[src/rtl/wbb_pkg.sv]
// Shared types for the write-back buffer: drain FSM states and the FIFO
// entry layout. Entry field widths track the cache defaults.
package wbb_pkg;

  localparam int WBB_DEPTH  = 4;
  localparam int WBB_ADDR_W = 8;
  localparam int WBB_DATA_W = 32;

  typedef enum logic {
    IDLE = 1'b0,
    REQ  = 1'b1
  } wbb_state_e;

  typedef struct packed {
    logic                  valid;
    logic [WBB_ADDR_W-1:0] addr;
    logic [WBB_DATA_W-1:0] data;
  } wbb_entry_t;

endpackage

[src/rtl/wbb_match.sv]
// Address match across all FIFO slots with youngest-first priority.
// Slots are scanned oldest to youngest relative to tail so the last hit
// (the slot closest to tail) wins. Used for both coalescing and lookup.
module wbb_match #(
  parameter int DEPTH      = 4,
  parameter int ADDR_WIDTH = 8,
  parameter int PTR_WIDTH  = 2
) (
  input  logic [DEPTH-1:0]                 valid,
  input  logic [DEPTH-1:0][ADDR_WIDTH-1:0] addrs,
  input  logic [DEPTH-1:0]                 eligible,
  input  logic [PTR_WIDTH-1:0]             tail,
  input  logic [ADDR_WIDTH-1:0]            probe,
  output logic                             hit,
  output logic [PTR_WIDTH-1:0]             idx
);

  logic [DEPTH-1:0]     match;
  logic [PTR_WIDTH-1:0] cand;

  // Raw per-slot match vector.
  always_comb begin
    match = '0;
    for (int i = 0; i < DEPTH; i++) begin
      match[i] = valid[i] && eligible[i] && (addrs[i] == probe);
    end
  end

  // Walk from the oldest slot (tail - DEPTH == tail) to the youngest
  // (tail - 1); later hits override earlier ones.
  always_comb begin
    hit  = 1'b0;
    idx  = '0;
    cand = '0;
    for (int k = DEPTH; k >= 1; k--) begin
      cand = tail - PTR_WIDTH'(k);
      if (match[cand]) begin
        hit = 1'b1;
        idx = cand;
      end
    end
  end

endmodule

[src/rtl/write_back_buffer.sv]
// Write-back buffer: queues dirty victims from the cache, coalesces
// repeated evictions of the same line, drains entries to memory one at a
// time and lets the miss path read lines that are still buffered.
//
// Handshakes:
//   evict: a push happens on a rising edge where evict_valid && evict_ready;
//          evict_ready is registered, and the source holds addr/data while
//          valid is high and ready is low.
//   mem:   mem_wr_req/addr/data are registered and held stable until an
//          edge where mem_wr_ack is high; ack is ignored while req is low.
module write_back_buffer
  import wbb_pkg::*;
#(
  parameter int DEPTH      = 4,
  parameter int ADDR_WIDTH = 8,
  parameter int DATA_WIDTH = 32
) (
  input  logic                         clk,
  input  logic                         rst_n,
  input  logic                         evict_valid,
  input  logic [ADDR_WIDTH-1:0]        evict_addr,
  input  logic [DATA_WIDTH-1:0]        evict_data,
  output logic                         evict_ready,
  input  logic [ADDR_WIDTH-1:0]        lookup_addr,
  output logic                         lookup_hit,
  output logic [DATA_WIDTH-1:0]        lookup_data,
  output logic                         mem_wr_req,
  output logic [ADDR_WIDTH-1:0]        mem_wr_addr,
  output logic [DATA_WIDTH-1:0]        mem_wr_data,
  input  logic                         mem_wr_ack,
  output logic [$clog2(DEPTH+1)-1:0]   count
);

  localparam int PW = $clog2(DEPTH);
  localparam int CW = $clog2(DEPTH+1);

  wbb_state_e state;
  wbb_state_e state_next;

  wbb_entry_t entries [DEPTH];

  logic [PW-1:0] head;
  logic [PW-1:0] tail;
  logic [CW-1:0] count_next;

  logic [DEPTH-1:0]                 ent_valid;
  logic [DEPTH-1:0][ADDR_WIDTH-1:0] ent_addr;
  logic [DEPTH-1:0]                 co_eligible;

  logic          push;
  logic          coalesce;
  logic          alloc;
  logic          launch;
  logic          pop;
  logic          co_hit;
  logic [PW-1:0] co_idx;
  logic          lk_hit;
  logic [PW-1:0] lk_idx;

  // Flatten entry fields for the matchers; the in-flight head is never a
  // coalesce target because its data is already on the memory port.
  always_comb begin
    ent_valid   = '0;
    ent_addr    = '0;
    co_eligible = '1;
    for (int i = 0; i < DEPTH; i++) begin
      ent_valid[i]   = entries[i].valid;
      ent_addr[i]    = entries[i].addr;
      co_eligible[i] = !((state == REQ) && (head == PW'(i)));
    end
  end

  wbb_match #(
    .DEPTH      (DEPTH),
    .ADDR_WIDTH (ADDR_WIDTH),
    .PTR_WIDTH  (PW)
  ) u_coalesce_match (
    .valid    (ent_valid),
    .addrs    (ent_addr),
    .eligible (co_eligible),
    .tail     (tail),
    .probe    (evict_addr),
    .hit      (co_hit),
    .idx      (co_idx)
  );

  wbb_match #(
    .DEPTH      (DEPTH),
    .ADDR_WIDTH (ADDR_WIDTH),
    .PTR_WIDTH  (PW)
  ) u_lookup_match (
    .valid    (ent_valid),
    .addrs    (ent_addr),
    .eligible ({DEPTH{1'b1}}),
    .tail     (tail),
    .probe    (lookup_addr),
    .hit      (lk_hit),
    .idx      (lk_idx)
  );

  // Lookup reflects pre-edge contents, including the in-flight head.
  always_comb begin
    lookup_hit  = lk_hit;
    lookup_data = lk_hit ? entries[lk_idx].data : '0;
  end

  // Push classification and the occupancy that results from this edge.
  always_comb begin
    push       = evict_valid && evict_ready;
    coalesce   = push && co_hit;
    alloc      = push && !co_hit;
    count_next = count + CW'(alloc) - CW'(pop);
  end

  // Drain FSM next-state: launch the head when idle, retire it on ack.
  always_comb begin
    state_next = state;
    launch     = 1'b0;
    pop        = 1'b0;
    case (state)
      IDLE: begin
        if (count != '0) begin
          state_next = REQ;
          launch     = 1'b1;
        end
      end
      REQ: begin
        if (mem_wr_ack) begin
          state_next = IDLE;
          pop        = 1'b1;
        end
      end
      default: state_next = IDLE;
    endcase
  end

  // Drain FSM state register.
  always_ff @(posedge clk or negedge rst_n) begin
    if (!rst_n) begin
      state <= IDLE;
    end else begin
      state <= state_next;
    end
  end

  // Pointers, occupancy and the registered ready flag.
  always_ff @(posedge clk or negedge rst_n) begin
    if (!rst_n) begin
      head        <= '0;
      tail        <= '0;
      count       <= '0;
      evict_ready <= 1'b0;
    end else begin
      head        <= head + PW'(pop);
      tail        <= tail + PW'(alloc);
      count       <= count_next;
      evict_ready <= (count_next < CW'(DEPTH));
    end
  end

  // Memory write port. When a coalescing push hits the head on the same
  // edge it is launched, the new victim data is forwarded so the write
  // carries the latest value of the line.
  always_ff @(posedge clk or negedge rst_n) begin
    if (!rst_n) begin
      mem_wr_req  <= 1'b0;
      mem_wr_addr <= '0;
      mem_wr_data <= '0;
    end else if (launch) begin
      mem_wr_req  <= 1'b1;
      mem_wr_addr <= entries[head].addr;
      mem_wr_data <= (coalesce && (co_idx == head)) ? evict_data
                                                    : entries[head].data;
    end else if (pop) begin
      mem_wr_req  <= 1'b0;
    end
  end

  // Entry storage: retire head on ack, merge or append victims on push.
  always_ff @(posedge clk or negedge rst_n) begin
    if (!rst_n) begin
      for (int i = 0; i < DEPTH; i++) begin
        entries[i] <= '0;
      end
    end else begin
      if (pop) begin
        entries[head].valid <= 1'b0;
      end
      if (coalesce) begin
        entries[co_idx].data <= evict_data;
      end
      if (alloc) begin
        entries[tail] <= '{valid: 1'b1, addr: evict_addr, data: evict_data};
      end
    end
  end

endmodule
[config.mk]
export PLATFORM = sky130hd
export DESIGN_NAME = write_back_buffer
export DESIGN_NICKNAME = d
export VERILOG_FILES = /design/src/rtl/wbb_pkg.sv /design/src/rtl/wbb_match.sv /design/src/rtl/write_back_buffer.sv
export SDC_FILE = /design/constraint.sdc
export NUM_CORES = 1
export LEC_CHECK = 0
export CAP_MARGIN = 20
export CORE_AREA = 2 2 196 121
export DETAILED_ROUTE_END_ITERATION = 10
export DIE_AREA = 0 0 198 123
export PLACE_DENSITY = 0.86
export SYNTH_ARGS = -nofsm -noshare
export SYNTH_HDL_FRONTEND = slang
export SYNTH_HIERARCHICAL = 1
export SYNTH_SLANG_ARGS = --single-unit
[constraint.sdc]
create_clock -name clk -period 3.25 [get_ports clk]
set_input_delay 0.4875 -clock clk [delete_from_list [all_inputs] [get_ports clk]]
set_output_delay 0.4875 -clock clk [all_outputs]
set_load 0.005 [all_outputs]
# Yosys cells after proc, flatten, opt, wreduce, memory -nomap -nowiden
# Index checks and enable logic that the tools add are counted.
classes:
  bitwise_logic: 5
  addsub: 7
  eq_ne: 12
  mux: 60
  magnitude_cmp: 12
  n_reduce_logical: 31
ops:
  columns: ["cell", "n"]
  rows:
  - ["164-bit bitwise mux", 3]
  - ["164-bit two-way mux", 3]
  - ["41-bit demux with 2-bit select", 3]
  - ["41-bit binary-select mux with 2-bit select", 2]
  - ["32-bit two-way mux", 5]
  - ["41-bit two-way mux", 2]
  - ["40-bit two-way mux", 2]
  - ["8-bit == test", 8]
  - ["1-bit logical AND", 23]
  - ["1-bit two-way mux", 23]
  - ["1-bit binary-select mux with 2-bit select", 8]
  - ["2-bit two-way mux", 8]
  - ["3-bit greater-or-equal comparator (second input constant)", 4]
  - ["2-bit by 3-bit < comparator with 1-bit output (second input constant)", 4]
  - ["2-bit NOT with 3-bit output", 4]
  - ["3-bit by 1-bit < comparator with 1-bit output (second input constant)", 3]
  - ["1-bit logical NOT", 5]
  - ["2-bit by 1-bit adder with 2-bit output", 2]
  - ["2-bit == test (second input constant)", 2]
  - ["2-bit subtractor (second input constant)", 2]
  - ["3-bit by 1-bit adder with 3-bit output", 1]
  - ["3-bit < comparator (second input constant)", 1]
  - ["3-bit nonzero test", 1]
  - ["3-bit by 1-bit subtractor with 3-bit output", 1]
  - ["7 further kinds", 7]
totals:
  output_inout_bits: 78
  reg_bits: 214
  elab_cells: 147

# Longest topological paths before layout
logic_depth:
  depth_word: 20
  ltp_mapped: 16
  depth_no_buf: 13

# Modules after synthesis
# Netlist, hierarchy kept.
modules_own_cells:
  columns: ["module", "n_inst", "seq_area_each_um2", "cells_per_inst", "area_each_um2"]
  rows:
  - ["write_back_buffer", 1, 5355.1, 738, 10680.2]
  - ["wbb_match", 2, 0.0, 64, 462.9]

# Worst setup path after synthesis
# OpenSTA, ideal clock, no wires.
synth_path:
  kind: "reg-to-reg"
  from: "reg head[0]"
  to: "reg count[2]"
  path_slack_ps: 161
  arrival_time_ps: 2968
  setup_ps: 121
  required_ps: 3129
  path_stages_with_launch: 15
  path_cell_list: "dfrtp_1 -> buf_2 -> buf_2 -> buf_2 -> or3_1 -> nand3_1 -> nor3_1 -> or3_1 -> nor2_1 -> xnor2_1 -> ha_1 -> fa_1 -> xnor2_1 -> xnor2_1 -> inv_1"
synth_via:
  elab_chain_len: 15
synth_rtl:
  columns: ["item", "line", "text"]
  rows:
  - ["from (decl)", "write_back_buffer.sv:42", "logic [PW-1:0] head;"]
  - ["from (signal assigned)", "write_back_buffer.sv:154", "head <= head + PW'(pop);"]
  - ["2-bit logical NOT *", "write_back_buffer.sv:69", "co_eligible[i] = !((state == REQ) && (head == PW'(i)));"]
  - ["1-bit logical AND *", "write_back_buffer.sv:69", null]
  - ["1-bit logical NOT *", "write_back_buffer.sv:69", null]
  - ["via co_eligible[0]", "write_back_buffer.sv:48", "logic [DEPTH-1:0] co_eligible;"]
  - ["1-bit logical AND * (2 in a row)", "wbb_match.sv:25", "match[i] = valid[i] && eligible[i] && (addrs[i] == probe);"]
  - ["1-bit binary-select mux with 2-bit select", "wbb_match.sv:37", "if (match[cand]) begin"]
  - ["1-bit two-way mux (implied by the code)", "wbb_match.sv:37", null]
  - ["1-bit two-way mux (3 in a row)", "wbb_match.sv:37", null]
  - ["1-bit two-way mux *", "wbb_match.sv:37", null]
  - ["via co_hit", "write_back_buffer.sv:55", "logic co_hit;"]
  - ["1-bit logical NOT *", "write_back_buffer.sv:111", "alloc = push && !co_hit;"]
  - ["1-bit logical AND *", "write_back_buffer.sv:111", null]
  - ["3-bit by 1-bit adder with 3-bit output *", "write_back_buffer.sv:112", "count_next = count + CW'(alloc) - CW'(pop);"]
  - ["3-bit by 1-bit subtractor with 3-bit output *", "write_back_buffer.sv:112", null]
  - ["via count_next[2]", "write_back_buffer.sv:44", "logic [CW-1:0] count_next;"]
  - ["to (signal assigned)", "write_back_buffer.sv:156", "count <= count_next;"]
  - ["to (decl)", "write_back_buffer.sv:31", "output logic [$clog2(DEPTH+1)-1:0] count"]
# Mark *: on every way through the listed nets, which the timed path passes. The rest lies on a longest branch. The select of a mux whose other input is x is not followed.
# A chain may end at the register's enable or synchronous reset.

# Worst setup path in the final report
layout_path:
  from: "reg entries, in the netlist ent_addr[12]"
  to: "out lookup_data[21]"
layout_via:
  elab_chain_len: 13
layout_rtl:
  columns: ["item", "line", "text"]
  rows:
  - ["from (decl)", "write_back_buffer.sv:40", "wbb_entry_t entries [DEPTH];"]
  - ["from (signal, indexed assignment)", "write_back_buffer.sv:193", "entries[tail] <= '{valid: 1'b1, addr: evict_addr, data: evict_data};"]
  - ["8-bit == test *", "wbb_match.sv:25", null]
  - ["1-bit logical AND *", "wbb_match.sv:25", null]
  - ["1-bit binary-select mux with 2-bit select", "wbb_match.sv:37", null]
  - ["1-bit two-way mux (implied by the code)", "wbb_match.sv:37", null]
  - ["2-bit two-way mux (3 in a row)", "wbb_match.sv:37", null]
  - ["2-bit two-way mux *", "wbb_match.sv:37", null]
  - ["via lk_idx[0]", "write_back_buffer.sv:58", "logic [PW-1:0] lk_idx;"]
  - ["2-bit NOT with 3-bit output (implied by the code) *", "write_back_buffer.sv:104", "lookup_data = lk_hit ? entries[lk_idx].data : '0;"]
  - ["41-bit binary-select mux with 2-bit select *", "write_back_buffer.sv:104", null]
  - ["32-bit two-way mux (implied by the code) * (2 in a row)", "write_back_buffer.sv:104", null]
  - ["32-bit two-way mux *", "write_back_buffer.sv:104", null]
  - ["to (decl)", "write_back_buffer.sv:26", "output logic [DATA_WIDTH-1:0] lookup_data,"]
# Marked as above.

==> results.toml <==
[status]
status = "finished with violations"
violations = "setup timing"

[sta]
setup_viol = 32
period_minus_slack_ns = 3.80
fin_crit_sh_pct = 117
tightestPinTransition_ns = 0.685
rsz0062_at_grt = "true"
slew_headroom_pct = 54.3
hold_violations = 0
skew_ns = 0.0235
holdWs_ns = 0.0327
drv_slew = 0
setup_slack_ns = -0.554
max_freq_ghz = 0.263

[floorplan]
dieArea_um2 = 24400
die_y_um = 123
start_util_pct = 51.2
fp.dieW_um = 198
core-area_um2 = 22700
rows = 43
pin_count = 130

[hold_path]
hp-class = "in -> async"

[synth]
synth-xor-area-share_pct = 5.13
yosys.area_share.adder_pct = 0.388
yosysSeqAreaShare_pct = 46.1
yosys.area.top_type = "dfrtp_1"
synth_mux_area_share_pct = 30.4
synth-compound-area-share_pct = 6.89
synthDistinctLibCells = 49
netlist_area_um2 = 11600
synth-edff-count = 0
synth_top_area_share_pct = 46.1
avgSynthCellArea_um2 = 13.4
synthFlopType = "dfrtp_1"
yosys-top-cells-area = "dfrtp_1 (46%), mux2_2 (16%), mux4_2 (14%), xnor2_1 (3.1%), o31ai_1 (2.1%)"
synth-async-reset-ratio_pct = 100
synth_seq_cells = 214
yosys_warnings = 6
synthSimpleGateAreaFrac_pct = 7.54
synth_top_family_by_area = "multiplexers"
synth_cells = 866

[cts]
clk_transition_reported_paths_ns = 0.07
cts_sinks = 214
cts-htree-levels = 1
ctsLongestPathBuffers = 3
ctsRootBufferMaster = "clkbuf_16"
clock_latency_ns = 0.50
cts_made_buffers = 21
cts_tree = "done"

[critical_path]
arrival_ns = 3.32
end_kind = "output port"
required_ns = 2.76
cp_max_fo = 5
worstSetupStartpointType = "register"
worstSetupPathType = "reg -> out"

[layout]
drive_above_1_share_pct = 48.5
num-fill-cells = 1477
area_delta_synth_final_pct = 36.5
final_net_count = 1165
antennaDiodeCount = 0
stdcell_count = 1439

[power_and_ir_drop]
p_comb_share_pct = 49.7
power.switching_w = 0.00532
p_seq_share_pct = 34.2
p_total_w = 0.0150
pwr-share-clk_pct = 16.1
powerDensity_nw_per_um2 = 946
p_sw_share_pct = 35.5
peakVddDrop_uv = 383
p_int_w = 0.00966
leakagePower_nw = 6.45

[grt]
track_usage_pct = 29.4
grt_pass1_wl_mm = 54.2
grt_overflow_total = 0
antenna_found_initial = 1
grt_max_degree = 81
grt_pass1_vias = 9268

[placed_design]
place.gp.congestion = 0.896
placed_cells = 1359
place_ws_ns = -0.989
dpl.hpwl_mm = 22.0
io_buffers = 129

[detailed_routing]
finalWirelength_mm = 35.4
vias = 9095
ant_nets = 0
post_drt_wl_per_cell_um = 24.6
drt_iter0_markers = 973
drt_pass1_iterations = 5
drcViolationCount = 0
vias_per_cell = 6.32

[job]
cap_violations = 0
[registers in the layout, summed over array words and instances, names as in the netlist]
| name | cells |
|---|---|
| ent_addr | 32 |
| mem_wr_addr | 8 |
| mem_wr_req | 1 |
| evict_ready | 1 |
| state | 1 |
| head | 2 |
| tail | 2 |
| mem_wr_data | 32 |
| count | 3 |
| entries | 128 |
| ent_valid | 4 |
[final timing paths]
kind | start | to | slack (ns) | depth (start not counted)
setup / recovery | ent_addr[12] | lookup_data[21] | -0.55 | 11
hold / removal | rst_n | ent_addr[21] | 0.03 | 1
setup reg to reg | ent_addr[9] | mem_wr_data[19] | 0.08 | 13
hold reg to reg | mem_wr_req | mem_wr_req | 0.49 | 1
max in group asynchronous | rst_n | mem_wr_data[26] | 2.46 | 2
min in group clk | mem_wr_req | mem_wr_req | 0.49 | 1
[critical path: stages, from the launching register on]
cell and delay (ns):
dfrtp_1 0.42, xnor2_2 0.26, nand3_2 0.13, nor3_4 0.26, and3b_2 0.25, a2111oi_4 0.23
buf_6 0.20, buf_12 0.15, buf_6 0.11, mux4_2 0.53, and2_4 0.17, buf_6 0.11
[stage by stage]
| step | util [%] | cell area [µm²] | TNS [ns] |
|---|---|---|---|
| detailed placement | 62.9 | 14300 | -103.49 |
| global placement | 62.9 | 14300 | -95.91 |
| floorplan | - | 11600 | 0 |
| finish | 69.9 | 15800 | -13.91 |
| global route | 69.9 | 15800 | -18.16 |
| CTS | 68.3 | 15500 | -14.44 |
[routing by layer]
metal / wire length, µm / global-route usage (%)
met5: 13 / 0
met2: 15900 / 44.6
met4: 742 / 7.47
met3: 3680 / 6.93
met1: 15100 / 43.2
[repair_timing]
| action | 4_1_cts | 5_1_grt |
|---|---|---|
| setup buffers | 32 | 10 |
| pin swaps | 45 | 20 |
| resized for setup | 222 | 55 |
| endpoints found under the setup margin | 110 | 143 |
| hold buffers | 0 | 0 |
| cloned | 4 | 3 |
[cells in the mapped netlist, types with 4 or more instances]
| library cell | n |
|---|---|
| xnor2_1 | 41 |
| nor3_1 | 6 |
| mux4_2 | 72 |
| nand4_1 | 39 |
| and2_1 | 32 |
| nor2b_1 | 6 |
| dfrtp_1 | 214 |
| nor4_1 | 4 |
| buf_2 | 23 |
| clkbuf_1 | 29 |
| inv_1 | 8 |
| nand3_1 | 15 |
| xor2_1 | 27 |
| mux2_2 | 160 |
| mux2_1 | 4 |
| nand2_1 | 11 |
| a31oi_1 | 32 |
| buf_6 | 5 |
| mux2_4 | 4 |
| or3_1 | 5 |
| nor2_1 | 7 |
| buf_4 | 12 |
| a21oi_1 | 34 |
| o31ai_1 | 33 |
[cell families (layout without fill, tap and decap cells)]
logic type | after synthesis | in the layout
AOI/OAI and AO/OA | 116 | 116
xor gates and xnor gates | 68 | 68
adders and majority gates | 3 | 3
buffers and inverters | 78 | 333
DFF | 214 | 214
muxes | 240 | 240
other | 1 | 4
and+or+nand+nor | 146 | 146
[cell usage in the layout (no fill, tap or decap), types with 5 or more instances in the layout]
| master | n |
|---|---|
| a21oi_1 | 33 |
| a31oi_1 | 32 |
| and2_1 | 6 |
| and2_4 | 27 |
| buf_12 | 35 |
| buf_2 | 6 |
| buf_4 | 90 |
| buf_6 | 49 |
| clkbuf_1 | 5 |
| clkbuf_16 | 24 |
| clkbuf_8 | 5 |
| clkdlybuf4s50_1 | 87 |
| clkinv_2 | 5 |
| dfrtp_1 | 212 |
| dlygate4sd2_1 | 6 |
| inv_1 | 8 |
| mux2_2 | 160 |
| mux4_2 | 72 |
| nand2_1 | 11 |
| nand3_1 | 11 |
| nand4_1 | 39 |
| nor2_1 | 5 |
| nor2b_1 | 6 |
| o31ai_1 | 22 |
| o31ai_2 | 10 |
| xnor2_1 | 31 |
| xnor2_2 | 10 |
| xor2_1 | 24 |
[power groups by stage]
| stage | sequential, W | clock (W) | combinational [W] |
|---|---|---|---|
| floorplan | 0.00488 | 0 | 0.00424 |
| global placement | 0.00500 | 0 | 0.00661 |
| detailed placement | 0.00509 | 0 | 0.00679 |
| global route | 0.00529 | 0.00255 | 0.00790 |
| finish | 0.00512 | 0.00241 | 0.00744 |
| CTS | 0.00508 | 0.00243 | 0.00693 |
[final cells by class]
cell class	instances	area, µm²	area share (%)
Clock buffer	30	599	3.78
Clock inverter	7	63.8	0.403
Inverter	9	33.8	0.213
Multi-Input combinational cell	577	6250	39.5
Sequential cell	214	5360	33.8
Tap cell	315	394	2.49
Timing Repair Buffer	287	3140	19.8
Power figures use the tool's default switching activity.
